--- src/rtl/vram_arbiter_if.sv ---
// Bus bundle of the framebuffer arbiter: TIA pixel write port, scan-out read
// port, framebuffer RAM port and status. master = arbiter, slave = its surroundings.
interface vram_arbiter_if #(
  parameter int ADDR_WIDTH  = 16,
  parameter int DATA_WIDTH  = 7,
  parameter int LEVEL_WIDTH = 4
);
  // TIA pixel writer: fire-and-forget strobe, never back-pressured.
  logic                   wr_stb_i;
  logic [ADDR_WIDTH-1:0]  wr_addr_i;
  logic [DATA_WIDTH-1:0]  wr_data_i;

  // Scan-out read handshake: a read transfers in every cycle where rd_req_i and
  // rd_ready_o are both high; with rd_ready_o low the request is ignored and the
  // requester holds or retries. Data returns as a single-cycle rd_valid_o pulse.
  logic                   rd_req_i;
  logic [ADDR_WIDTH-1:0]  rd_addr_i;
  logic                   rd_ready_o;
  logic                   rd_valid_o;
  logic [DATA_WIDTH-1:0]  rd_data_o;

  // Framebuffer RAM port.
  logic [ADDR_WIDTH-1:0]  mem_addr_o;
  logic                   mem_we_o;
  logic [DATA_WIDTH-1:0]  mem_wdata_o;
  logic [DATA_WIDTH-1:0]  mem_rdata_i;

  // Status and debug.
  logic [LEVEL_WIDTH-1:0] fifo_level_o;
  logic                   overflow_o;
  logic                   range_err_o;
  logic [1:0]             arb_state;

  modport master (
    input  wr_stb_i, wr_addr_i, wr_data_i, rd_req_i, rd_addr_i, mem_rdata_i,
    output rd_ready_o, rd_valid_o, rd_data_o, mem_addr_o, mem_we_o, mem_wdata_o,
           fifo_level_o, overflow_o, range_err_o, arb_state
  );

  modport slave (
    output wr_stb_i, wr_addr_i, wr_data_i, rd_req_i, rd_addr_i, mem_rdata_i,
    input  rd_ready_o, rd_valid_o, rd_data_o, mem_addr_o, mem_we_o, mem_wdata_o,
           fifo_level_o, overflow_o, range_err_o, arb_state
  );
endinterface

--- src/rtl/vram_arbiter.sv ---
// Shares the single-port framebuffer RAM between buffered TIA pixel writes and
// priority scan-out reads, with a starvation guard that forces a write slot.
module vram_arbiter #(
  parameter int ADDR_WIDTH   = 16,
  parameter int DATA_WIDTH   = 7,
  parameter int FB_SIZE      = 38400,
  parameter int FIFO_DEPTH   = 8,
  parameter int MAX_READ_RUN = 4
) (
  input  logic           clk_i,
  input  logic           rst_i,
  vram_arbiter_if.master bus
);
  localparam int PTR_W = $clog2(FIFO_DEPTH);
  localparam int LVL_W = PTR_W + 1;
  localparam int RUN_W = $clog2(MAX_READ_RUN + 1);
  localparam int AW1   = ADDR_WIDTH + 1;

  localparam logic [LVL_W-1:0] LVL_FULL = LVL_W'(FIFO_DEPTH);
  localparam logic [RUN_W-1:0] RUN_LAST = RUN_W'(MAX_READ_RUN - 1);
  localparam logic [AW1-1:0]   FB_LIMIT = AW1'(FB_SIZE);

  // Grant issued in the previous cycle, i.e. what the RAM port is doing now.
  localparam logic [1:0] ST_IDLE = 2'd0;
  localparam logic [1:0] ST_RD   = 2'd1;
  localparam logic [1:0] ST_WR   = 2'd2;

  logic [ADDR_WIDTH-1:0] fifo_addr [FIFO_DEPTH];
  logic [DATA_WIDTH-1:0] fifo_data [FIFO_DEPTH];
  logic [PTR_W-1:0]      wr_ptr;
  logic [PTR_W-1:0]      rd_ptr;
  logic [LVL_W-1:0]      level;
  logic [RUN_W-1:0]      run_cnt;
  logic                  force_wr;
  logic                  rd_pend;
  logic [1:0]            state;

  logic fifo_empty;
  logic fifo_full;
  logic in_range;
  logic grant_rd;
  logic grant_wr;
  logic push;
  logic pop;

  assign fifo_empty = (level == '0);
  assign fifo_full  = (level == LVL_FULL);
  assign in_range   = ({1'b0, bus.wr_addr_i} < FB_LIMIT);

  assign bus.rd_ready_o = !force_wr;
  assign grant_rd       = bus.rd_req_i && !force_wr;
  assign grant_wr       = !grant_rd && !fifo_empty;
  assign pop            = grant_wr;
  // A full FIFO still accepts a pixel when the head leaves in the same cycle.
  assign push           = bus.wr_stb_i && in_range && (!fifo_full || pop);

  always_ff @(posedge clk_i) begin
    if (rst_i) begin
      wr_ptr <= '0;
      rd_ptr <= '0;
      level  <= '0;
    end else begin
      if (push) wr_ptr <= wr_ptr + 1'b1;
      if (pop)  rd_ptr <= rd_ptr + 1'b1;
      if (push && !pop)      level <= level + 1'b1;
      else if (pop && !push) level <= level - 1'b1;
    end
  end

  always_ff @(posedge clk_i) begin
    if (push) begin
      fifo_addr[wr_ptr] <= bus.wr_addr_i;
      fifo_data[wr_ptr] <= bus.wr_data_i;
    end
  end

  // force_wr is raised on the edge where the run of reads reaches its limit, so
  // the very next cycle is a write slot: one write per MAX_READ_RUN+1 cycles.
  always_ff @(posedge clk_i) begin
    if (rst_i) begin
      run_cnt  <= '0;
      force_wr <= 1'b0;
    end else begin
      if (grant_wr || fifo_empty) run_cnt <= '0;
      else if (grant_rd)          run_cnt <= run_cnt + 1'b1;

      if (grant_wr)
        force_wr <= 1'b0;
      else if (grant_rd && !fifo_empty && (run_cnt == RUN_LAST))
        force_wr <= 1'b1;
    end
  end

  always_ff @(posedge clk_i) begin
    if (rst_i) begin
      bus.mem_addr_o  <= '0;
      bus.mem_we_o    <= 1'b0;
      bus.mem_wdata_o <= '0;
      rd_pend         <= 1'b0;
      bus.rd_valid_o  <= 1'b0;
      state           <= ST_IDLE;
    end else begin
      rd_pend        <= grant_rd;
      bus.rd_valid_o <= rd_pend;
      if (grant_rd) begin
        bus.mem_addr_o <= bus.rd_addr_i;
        bus.mem_we_o   <= 1'b0;
        state          <= ST_RD;
      end else if (grant_wr) begin
        bus.mem_addr_o  <= fifo_addr[rd_ptr];
        bus.mem_wdata_o <= fifo_data[rd_ptr];
        bus.mem_we_o    <= 1'b1;
        state           <= ST_WR;
      end else begin
        bus.mem_we_o <= 1'b0;
        state        <= ST_IDLE;
      end
    end
  end

  // The RAM output is already registered inside the BRAM; qualifying it with
  // the registered valid keeps the N+2 latency and a zero value when idle.
  assign bus.rd_data_o = bus.rd_valid_o ? bus.mem_rdata_i : '0;

  always_ff @(posedge clk_i) begin
    if (rst_i) begin
      bus.overflow_o  <= 1'b0;
      bus.range_err_o <= 1'b0;
    end else begin
      if (bus.wr_stb_i && in_range && fifo_full && !pop) bus.overflow_o  <= 1'b1;
      if (bus.wr_stb_i && !in_range)                     bus.range_err_o <= 1'b1;
    end
  end

  assign bus.fifo_level_o = level;
  assign bus.arb_state    = state;
endmodule

--- src/flat_wrapper.sv ---
// flat-port wrapper written by rule: the top's interface ports become plain ports
module vram_arbiter_flat 
#(
  parameter int ADDR_WIDTH   = 16,
  parameter int DATA_WIDTH   = 7,
  parameter int FB_SIZE      = 38400,
  parameter int FIFO_DEPTH   = 8,
  parameter int MAX_READ_RUN = 4
)
  (clk_i, rst_i, bus_wr_stb_i, bus_wr_addr_i, bus_wr_data_i, bus_rd_req_i, bus_rd_addr_i, bus_mem_rdata_i, bus_rd_ready_o, bus_rd_valid_o, bus_rd_data_o, bus_mem_addr_o, bus_mem_we_o, bus_mem_wdata_o, bus_fifo_level_o, bus_overflow_o, bus_range_err_o, bus_arb_state);
  vram_arbiter_if #(.ADDR_WIDTH(ADDR_WIDTH), .DATA_WIDTH(DATA_WIDTH), .LEVEL_WIDTH((4))) bus_i ();
  input  logic clk_i;
  input  logic rst_i;
  input wire logic [$bits(bus_i.wr_stb_i)-1:0] bus_wr_stb_i;
  input wire logic [$bits(bus_i.wr_addr_i)-1:0] bus_wr_addr_i;
  input wire logic [$bits(bus_i.wr_data_i)-1:0] bus_wr_data_i;
  input wire logic [$bits(bus_i.rd_req_i)-1:0] bus_rd_req_i;
  input wire logic [$bits(bus_i.rd_addr_i)-1:0] bus_rd_addr_i;
  input wire logic [$bits(bus_i.mem_rdata_i)-1:0] bus_mem_rdata_i;
  output wire logic [$bits(bus_i.rd_ready_o)-1:0] bus_rd_ready_o;
  output wire logic [$bits(bus_i.rd_valid_o)-1:0] bus_rd_valid_o;
  output wire logic [$bits(bus_i.rd_data_o)-1:0] bus_rd_data_o;
  output wire logic [$bits(bus_i.mem_addr_o)-1:0] bus_mem_addr_o;
  output wire logic [$bits(bus_i.mem_we_o)-1:0] bus_mem_we_o;
  output wire logic [$bits(bus_i.mem_wdata_o)-1:0] bus_mem_wdata_o;
  output wire logic [$bits(bus_i.fifo_level_o)-1:0] bus_fifo_level_o;
  output wire logic [$bits(bus_i.overflow_o)-1:0] bus_overflow_o;
  output wire logic [$bits(bus_i.range_err_o)-1:0] bus_range_err_o;
  output wire logic [$bits(bus_i.arb_state)-1:0] bus_arb_state;
  assign bus_i.wr_stb_i = bus_wr_stb_i;
  assign bus_i.wr_addr_i = bus_wr_addr_i;
  assign bus_i.wr_data_i = bus_wr_data_i;
  assign bus_i.rd_req_i = bus_rd_req_i;
  assign bus_i.rd_addr_i = bus_rd_addr_i;
  assign bus_i.mem_rdata_i = bus_mem_rdata_i;
  assign bus_rd_ready_o = bus_i.rd_ready_o;
  assign bus_rd_valid_o = bus_i.rd_valid_o;
  assign bus_rd_data_o = bus_i.rd_data_o;
  assign bus_mem_addr_o = bus_i.mem_addr_o;
  assign bus_mem_we_o = bus_i.mem_we_o;
  assign bus_mem_wdata_o = bus_i.mem_wdata_o;
  assign bus_fifo_level_o = bus_i.fifo_level_o;
  assign bus_overflow_o = bus_i.overflow_o;
  assign bus_range_err_o = bus_i.range_err_o;
  assign bus_arb_state = bus_i.arb_state;
  vram_arbiter #(.ADDR_WIDTH(ADDR_WIDTH), .DATA_WIDTH(DATA_WIDTH), .FB_SIZE(FB_SIZE), .FIFO_DEPTH(FIFO_DEPTH), .MAX_READ_RUN(MAX_READ_RUN)) u_core (.clk_i(clk_i), .rst_i(rst_i), .bus(bus_i));
endmodule
--- config.mk ---
export PLATFORM = sky130hd
export DESIGN_NAME = vram_arbiter_flat
export DESIGN_NICKNAME = d
export VERILOG_FILES = /design/src/rtl/vram_arbiter_if.sv /design/src/rtl/vram_arbiter.sv /design/src/flat_wrapper.sv
export SDC_FILE = /design/constraint.sdc
export NUM_CORES = 1
export LEC_CHECK = 0
export BUFFER_PORTS_ARGS = -buffer_cell sky130_fd_sc_hd__clkbuf_2
export CORE_ASPECT_RATIO = 1.4
export CORE_MARGIN = 2
export CORE_UTILIZATION = 52
export CTS_CLUSTER_SIZE = 10
export DETAILED_ROUTE_END_ITERATION = 8
export MAX_ROUTING_LAYER = met4
export PLACE_DENSITY = 0.72
export SYNTH_ARGS = -nofsm -noshare
export SYNTH_HDL_FRONTEND = slang
export SYNTH_SLANG_ARGS = --single-unit
--- constraint.sdc ---
create_clock -name clk_i -period 6.04 [get_ports clk_i]
set_clock_uncertainty 0.05 [all_clocks]
set_input_delay 0.906 -clock clk_i [delete_from_list [all_inputs] [get_ports clk_i]]
set_output_delay 0.906 -clock clk_i [all_outputs]
set_load 0.005 [all_outputs]
; Yosys cells after proc, flatten, opt, wreduce, memory -nomap -nowiden
; Memories as Yosys holds them, arrays and structs flattened. A register that Yosys moved wholly into a read port is not among the register bits.
; Cells that the tools add are included.
[op_classes]
add_sub_neg = 5
order_cmp = 1
n_eq_ne = 2
mux = 12
bitwise = 1
n_reduce_logical = 27
[op_table]
columns = op, count
row1 = $mux W16, 2
row2 = $lt A16 B16 Y1 const B, 1
row3 = $logic_and A1 B1 Y1, 11
row4 = $add A3 B1 Y3 const B, 3
row5 = $mux W4, 2
row6 = $logic_not A1 Y1, 7
row7 = $mux W7, 1
row8 = $mux W3, 2
row9 = $reduce_or A2 Y1, 3
row10 = $add A4 B1 Y4 const B, 1
row11 = $eq A4 B4 Y1 const B, 1
row12 = $logic_not A4 Y1, 1
row13 = $mux W1, 4
row14 = $reduce_bool A2 Y1, 2
row15 = $sub A4 B1 Y4 const B, 1
row16 = $eq A3 B2 Y1 const B, 1
row17 = $logic_or A1 B1 Y1, 2
row18 = $mux W2, 1
row19 = $reduce_and A2 Y1, 1
row20 = $not A1 Y1, 1
[totals]
regBits = 37
ram_bits = 184
input_bits = 50
output_inout_bits = 41
wordCells = 63
n_memories = 2
[mem_list]
columns = name, words, word_bits, rd, rd_ports_with_merged_regs, wr, line
row1 = u_core.fifo_addr, 8, 16, 1, 1, 1, vram_arbiter.sv:28  ; logic [ADDR_WIDTH-1:0] fifo_addr [FIFO_DEPTH];
row2 = u_core.fifo_data, 8, 7, 1, 1, 1, vram_arbiter.sv:29  ; logic [DATA_WIDTH-1:0] fifo_data [FIFO_DEPTH];

; Depth between registers and ports, before layout
[depth]
ltp_word = 10
mapped_depth = 11
mapped_depth_nobuf = 10

; Worst setup path after synthesis
; Ideal clock, no wire load.
[synth_timing]
path_kind = input to register
start = in bus_rd_req_i
end = mem u_core.fifo_addr[7][0], enable pin
setup_ns = 0.470
t_arrival_ns = 3.853
required_time_ns = 5.520
path_slack_ns = 1.667
path_stages = 4
path_buffers = 1
cell_sequence = nor2b_4 -> and3_1 -> buf_6 -> nor4b_1
[synth_between]
elab_chain_len = 7
[synth_rtl]
columns = item, line
row1 = start: declaration, flat_wrapper.sv:17  ; input wire logic [$bits(bus_i.rd_req_i)-1:0] bus_rd_req_i;
row2 = $logic_and A1 B1 Y1, vram_arbiter.sv:51  ; assign grant_rd = bus.rd_req_i && !force_wr;
row3 = $logic_not A1 Y1, vram_arbiter.sv:52  ; assign grant_wr = !grant_rd && !fifo_empty;
row4 = $logic_and A1 B1 Y1, vram_arbiter.sv:52
row5 = $logic_or A1 B1 Y1, vram_arbiter.sv:55  ; assign push = bus.wr_stb_i && in_range && (!fifo_full || pop);
row6 = $logic_and A1 B1 Y1, vram_arbiter.sv:55
row7 = $mux W1, vram_arbiter.sv:71  ; if (push) begin
row8 = $mux W1 (implied by the code), vram_arbiter.sv:72  ; fifo_addr[wr_ptr] <= bus.wr_addr_i;
row9 = end: declaration, vram_arbiter.sv:28
; Every way passes these cells.

; Worst setup path in the final report
[layout_timing]
start = in bus_rd_req_i
end = reg u_core.level[3], in the netlist u_core.bus.fifo_level_o[3]
[layout_between]
elab_chain_len = 8
elab_cells_between_ends = 11
classes_between = 1 x mux / 10 x reduce/logical
[layout_rtl]
columns = item, line
row1 = $logic_and A1 B1 Y1 (*), vram_arbiter.sv:51
row2 = $logic_not A1 Y1 (*), vram_arbiter.sv:52
row3 = $logic_and A1 B1 Y1 (*), vram_arbiter.sv:52
row4 = $logic_or A1 B1 Y1 (*), vram_arbiter.sv:55
row5 = $logic_and A1 B1 Y1 (*), vram_arbiter.sv:55
row6 = named net u_core.push, vram_arbiter.sv:43  ; logic push;
row7 = $logic_not A1 Y1, vram_arbiter.sv:66  ; else if (pop && !push) level <= level - 1'b1;
row8 = $logic_and A1 B1 Y1, vram_arbiter.sv:66
row9 = $reduce_bool A2 Y1 (no line), -
row10 = end signal: assignment, vram_arbiter.sv:65  ; if (push && !pop) level <= level + 1'b1;
row11 = end signal: assignment, vram_arbiter.sv:66
row12 = end: declaration, vram_arbiter.sv:32  ; logic [LVL_W-1:0] level;
; Mark *: on every way through the listed nets, which the timed path passes. The rest lies on a longest branch.
; A chain may end at the register's enable or synchronous reset.

==> impl.org <==
** Clock tree
- The tree built by TritonCTS fans out to ~230 sinks.
- Clock Latency Late Sink :: 0.51 ns
- Clock tree from TritonCTS :: yes
- Post-cts hold buffer count :: 0
- The number of setup buffers added after CTS is 0.
- Gates resized during post-CTS repair numbered 0.
- H-tree lvl count :: 1
- Clock root buffer :: sky130_fd_sc_hd__clkbuf_16
- Clock-pin slew on the worst setup and hold paths :: 0.05 ns
- Cts bufs inserted :: 26
- No sink is reached through more buffers than the 3 on the longest clock path.

** Routing
- The routed layout has 4678 vias.
- In the routed design, unresolved DRC markers number 0.
- Routed wirelength normalized by instance count :: 21.9 µm
- The pre-antenna-repair detailed-routing pass consisted of 5 iterations.
- After detailed routing, the number of vias per cell comes to 5.91.
- After detailed routing, the total wire length is 17.4 mm.
- The first routing iteration left 332 violations.
- The detail route stage leaves a number of antenna-violating nets equal to 0.

** Placed design
- OpenSTA, run right after detailed placement, puts the worst setup slack at 2.14 ns.
- Once detailed placement completed, the half-perimeter wirelength came to 10.4 mm.
- Routability-driven placement finished with a final weighted congestion of 0.813.
- Input and output buffers added on the ports amount to 90.

** Yosys
- Post-Syn Nets :: approximately 530
- Each instance of the synthesized netlist takes up on average 18.8 µm².
- Netlist area before placement :: between 8000 and 9000 µm²
- Yosys printed 0 warnings.
- Sequential fraction of the synthesis area :: 73.2%
- Cells after synthesis :: between 400 and 500
- In this run, synthesis produced a sequential element count of 229.
- Counting distinct cell types in the post-synthesis netlist gives 44.

** Critical path
- Reg-to-Reg End :: u_core.bus.fifo_level_o[3]$_SDFFE_PP0P_
- The kind of cell with the highest combined delay along the critical path is simple AND/OR/NAND/NOR gates.
- Flop2flop setup slack :: roughly 2.8 ns
- The signal on the critical path passes through clkbuf_2, nor2b_4, and3_1, nor2_2, ha_1, inv_1, ha_1, a21oi_1, a211oi_1, a31oi_1, mux2_2.
- Capturing element type of the critical path :: flip-flop
- Capturing instance or port of the critical path :: u_core.bus.fifo_level_o[3]$_SDFFE_PP0P_
- In this run the worst path has a maximum fanout of 22.
- Slowest stage cell, crit path :: sky130_fd_sc_hd__nor2b_4
- Combined buffer and inverter count along the critical path :: 2
- On the worst path, the slowest cell contributes a delay of roughly 0.65 ns.
- Most numerous cell on the critical path :: sky130_fd_sc_hd__ha_1
- Data arrives at the worst endpoint at 3.76 ns.
- Data required time at the worst endpoint :: between 6 and 7 ns
- The critical path runs through a total of 11 cells.
- FF-to-FF path depth :: 10
- Type of origin of the critical path :: input port
- Classification of the worst setup path :: input port to flip-flop
- In this run the critical register-to-register path is launched from u_core.force_wr$_SDFFE_PP0P_.
- CP startpoint :: bus_rd_req_i

** Finish
- Synth-to-layout area growth :: 16.1%
- Of the cells placed in the final design, the portion with a size suffix greater than 1 is 32.1%.
- In the final design database the tool counted ~630 nets.
- Registers take 6430 µm².
- Filler Cell Count :: 1201
- Multi-input combinational cell area :: 2220 µm²

** Die
- For this configuration, the core starts out at a cell density of approximately 53%.
- The floorplan has between 50 and 60 rows.
- For this design the top-level I/O count stands at 91.
- Area of the core :: 16700 µm²
- The floorplan step defined a die boundary enclosing 18000 µm².
- From left edge to right edge, the die measures 114 µm.
- The die is roughly 160 µm tall.

** Hold path
- In this run the worst hold path is classified as flip-flop to flip-flop.

** Global route
- The number of global-route vias before repair was roughly 4600.
- Initial antenna violation count :: 1
- Global router's overall resource usage :: 20.3%
- Final global-route overflow total :: 0
- Entering global routing, the biggest net connects 46 pins.
- The first global-routing pass estimated 26.6 mm of wire.

** STA
- Worst slew pin tran :: 1.23 ns
- Final critical-path required period :: between 3 and 4 ns
- Unrepaired setup endpoints after global routing :: no
- The worst path meets setup with 2.62 ns of slack.
- Worst-case headroom to the max-slew limit :: 17.2%
- The number of pins exceeding their max-slew limit in the final report was 0.
- The worst path uses 56.6% of the clock period.
- Setup violations remaining at the end of the flow were counted as 0.
- For the final routed database, the setup TNS stands at 0 ns.
- Timing would allow up to between 200 and 300 MHz.
- The count of endpoints failing hold in the final timing report was 0.

** Power and ir drop
- Maximum vdd drop :: 0.235 mV
- Dividing total power by cell area gives a power density of 387 nW/µm².
- Leak :: roughly 3.5 nW

** Run
- Max-cap violations :: 0

** Outcome
- Status :: finished, final reports clean
[report_power, final]
group | internal [mW] | total [mW] | leakage (nW) | switching [mW]
clock network | 0.832 | 1.39 | 0.358 | 0.562
registers | 1.80 | 1.90 | 2.03 | 0.0999
logic | 0.335 | 0.653 | 1.07 | 0.318
[layer usage]
layer	global-route usage (%)	vias up	share of wire, %
met1	26.1	2392	40
met5	-	-	0
li1	-	2091	-
met2	33.8	167	52
met4	6.45	0	2.3
met3	3.06	28	6.1
[cell families (layout without fill, tap and decap cells)]
family	count (synthesis)	after routing	synth area share, %
DFF	229	229	73.2
AOI/OAI and AO/OA	70	70	5.27
and+or+nand+nor	67	67	4.94
muxes	57	57	13.1
buffers and inverters	33	153	1.94
adders and majority gates	8	8	1.22
xor gates and xnor gates	4	4	0.399
other	0	1	0
[layout make-up]
class	count	area share, %
sequential	229	63.0
multi-input combinational	206	21.8
clock buffer	48	7.40
timing repair buffer	99	5.08
tap	203	2.49
inverter	6	0.221
antenna	1	0.0245
[per-stage QoR]
stage               instance area, µm²  power [mW]  cells  hold WS, ns  util (%)
global route                     10200        4.12    792        0.403      61.2
finish                           10200        3.95    792        0.376      61.2
floorplan                         8780        2.41    468        0.348         -
CTS                              10200        3.99    791        0.383      61.2
detailed placement                9450        2.60    743        0.375      56.6
global placement                  9450        2.58    743        0.358      56.6
[how the worst min path moves through the flow]
stage | cells past startpoint | endpoint | start | slack [ns]
2_1_floorplan | 1 | u_core.run_cnt[0]$_SDFFE_PP0P_ | u_core.run_cnt[0]$_SDFFE_PP0P_ | 0.35
3_3_place_gp | 1 | u_core.run_cnt[0]$_SDFFE_PP0P_ | u_core.run_cnt[0]$_SDFFE_PP0P_ | 0.36
3_5_place_dp | 1 | u_core.run_cnt[0]$_SDFFE_PP0P_ | u_core.run_cnt[0]$_SDFFE_PP0P_ | 0.38
4_1_cts | 1 | u_core.run_cnt[0]$_SDFFE_PP0P_ | u_core.run_cnt[0]$_SDFFE_PP0P_ | 0.38
5_1_grt | 1 | u_core.run_cnt[0]$_SDFFE_PP0P_ | u_core.run_cnt[0]$_SDFFE_PP0P_ | 0.40
6_report | 1 | u_core.run_cnt[0]$_SDFFE_PP0P_ | u_core.run_cnt[0]$_SDFFE_PP0P_ | 0.38
[synthesized netlist by cell type]
cell,count,area (µm²)
sky130_fd_sc_hd__a211oi_1,8,60.1
sky130_fd_sc_hd__a21oi_1,7,35.0
sky130_fd_sc_hd__a22oi_1,32,240
sky130_fd_sc_hd__a31oi_1,2,12.5
sky130_fd_sc_hd__and2_1,7,43.8
sky130_fd_sc_hd__and3_1,3,18.8
sky130_fd_sc_hd__and4b_1,2,20.0
sky130_fd_sc_hd__and4bb_2,1,12.5
sky130_fd_sc_hd__buf_1,3,11.3
sky130_fd_sc_hd__buf_2,7,35.0
sky130_fd_sc_hd__buf_4,6,45.0
sky130_fd_sc_hd__buf_6,2,22.5
sky130_fd_sc_hd__clkbuf_1,9,33.8
sky130_fd_sc_hd__dfxtp_1,45,901
sky130_fd_sc_hd__edfxtp_1,184,5530
sky130_fd_sc_hd__fa_1,1,20.0
sky130_fd_sc_hd__ha_1,7,87.6
sky130_fd_sc_hd__inv_1,6,22.5
sky130_fd_sc_hd__mux2_2,2,22.5
sky130_fd_sc_hd__mux2i_1,9,90.1
sky130_fd_sc_hd__mux4_2,46,1040
sky130_fd_sc_hd__nand2_1,6,22.5
sky130_fd_sc_hd__nand2b_1,3,18.8
sky130_fd_sc_hd__nand3_1,3,15.0
sky130_fd_sc_hd__nor2_1,25,93.8
sky130_fd_sc_hd__nor2_2,2,12.5
sky130_fd_sc_hd__nor2_8,1,20.0
sky130_fd_sc_hd__nor2b_1,3,18.8
sky130_fd_sc_hd__nor2b_4,1,13.8
sky130_fd_sc_hd__nor3_1,1,5.00
sky130_fd_sc_hd__nor4_1,1,6.26
sky130_fd_sc_hd__nor4_4,2,42.5
sky130_fd_sc_hd__nor4b_1,2,17.5
sky130_fd_sc_hd__nor4b_4,1,23.8
sky130_fd_sc_hd__nor4bb_1,1,10.0
sky130_fd_sc_hd__o211a_1,1,10.0
sky130_fd_sc_hd__o211ai_1,1,7.51
sky130_fd_sc_hd__o21ai_0,8,40.0
sky130_fd_sc_hd__o21ai_1,10,50.1
sky130_fd_sc_hd__o31ai_1,1,7.51
sky130_fd_sc_hd__or4_1,1,7.51
sky130_fd_sc_hd__or4_4,1,11.3
sky130_fd_sc_hd__xnor2_1,2,17.5
sky130_fd_sc_hd__xor2_1,2,17.5
[cells in the final DEF, fill, tap and decap left out, drive strengths merged]
master | synthesis | routed
nor4 | 3 | 3
mux2 | 2 | 2
nand2 | 6 | 6
edfxtp | 184 | 184
nor2b | 4 | 4
nor3 | 1 | 1
buf | 18 | 9
mux2i | 9 | 9
nand2b | 3 | 3
xnor2 | 2 | 2
and3 | 3 | 3
clkbuf | 9 | 138
and2 | 7 | 7
o211ai | 1 | 1
dfxtp | 45 | 45
ha | 7 | 7
nor4bb | 1 | 1
a211oi | 8 | 8
diode | 0 | 1
a21oi | 7 | 7
xor2 | 2 | 2
a31oi | 2 | 2
o211a | 1 | 1
and4b | 2 | 2
or4 | 2 | 2
mux4 | 46 | 46
and4bb | 1 | 1
nor4b | 3 | 3
a22oi | 32 | 32
inv | 6 | 6
fa | 1 | 1
nand3 | 3 | 3
o21ai | 18 | 18
o31ai | 1 | 1
nor2 | 28 | 28
[flip-flops by register name, indices dropped and copies added, names as in the netlist, named ones only]
register,cells
u_core.bus.fifo_level_o,4
u_core.run_cnt,3
u_core.wr_ptr,3
u_core.bus.mem_wdata_o,7
u_core.force_wr,1
u_core.rd_ptr,3
u_core.bus.range_err_o,1
u_core.fifo_data,56
u_core.fifo_addr,128
u_core.bus.rd_valid_o,1
u_core.bus.arb_state,2
u_core.bus.overflow_o,1
u_core.bus.mem_addr_o,16
No activity file was read; power rests on OpenSTA's default activity.
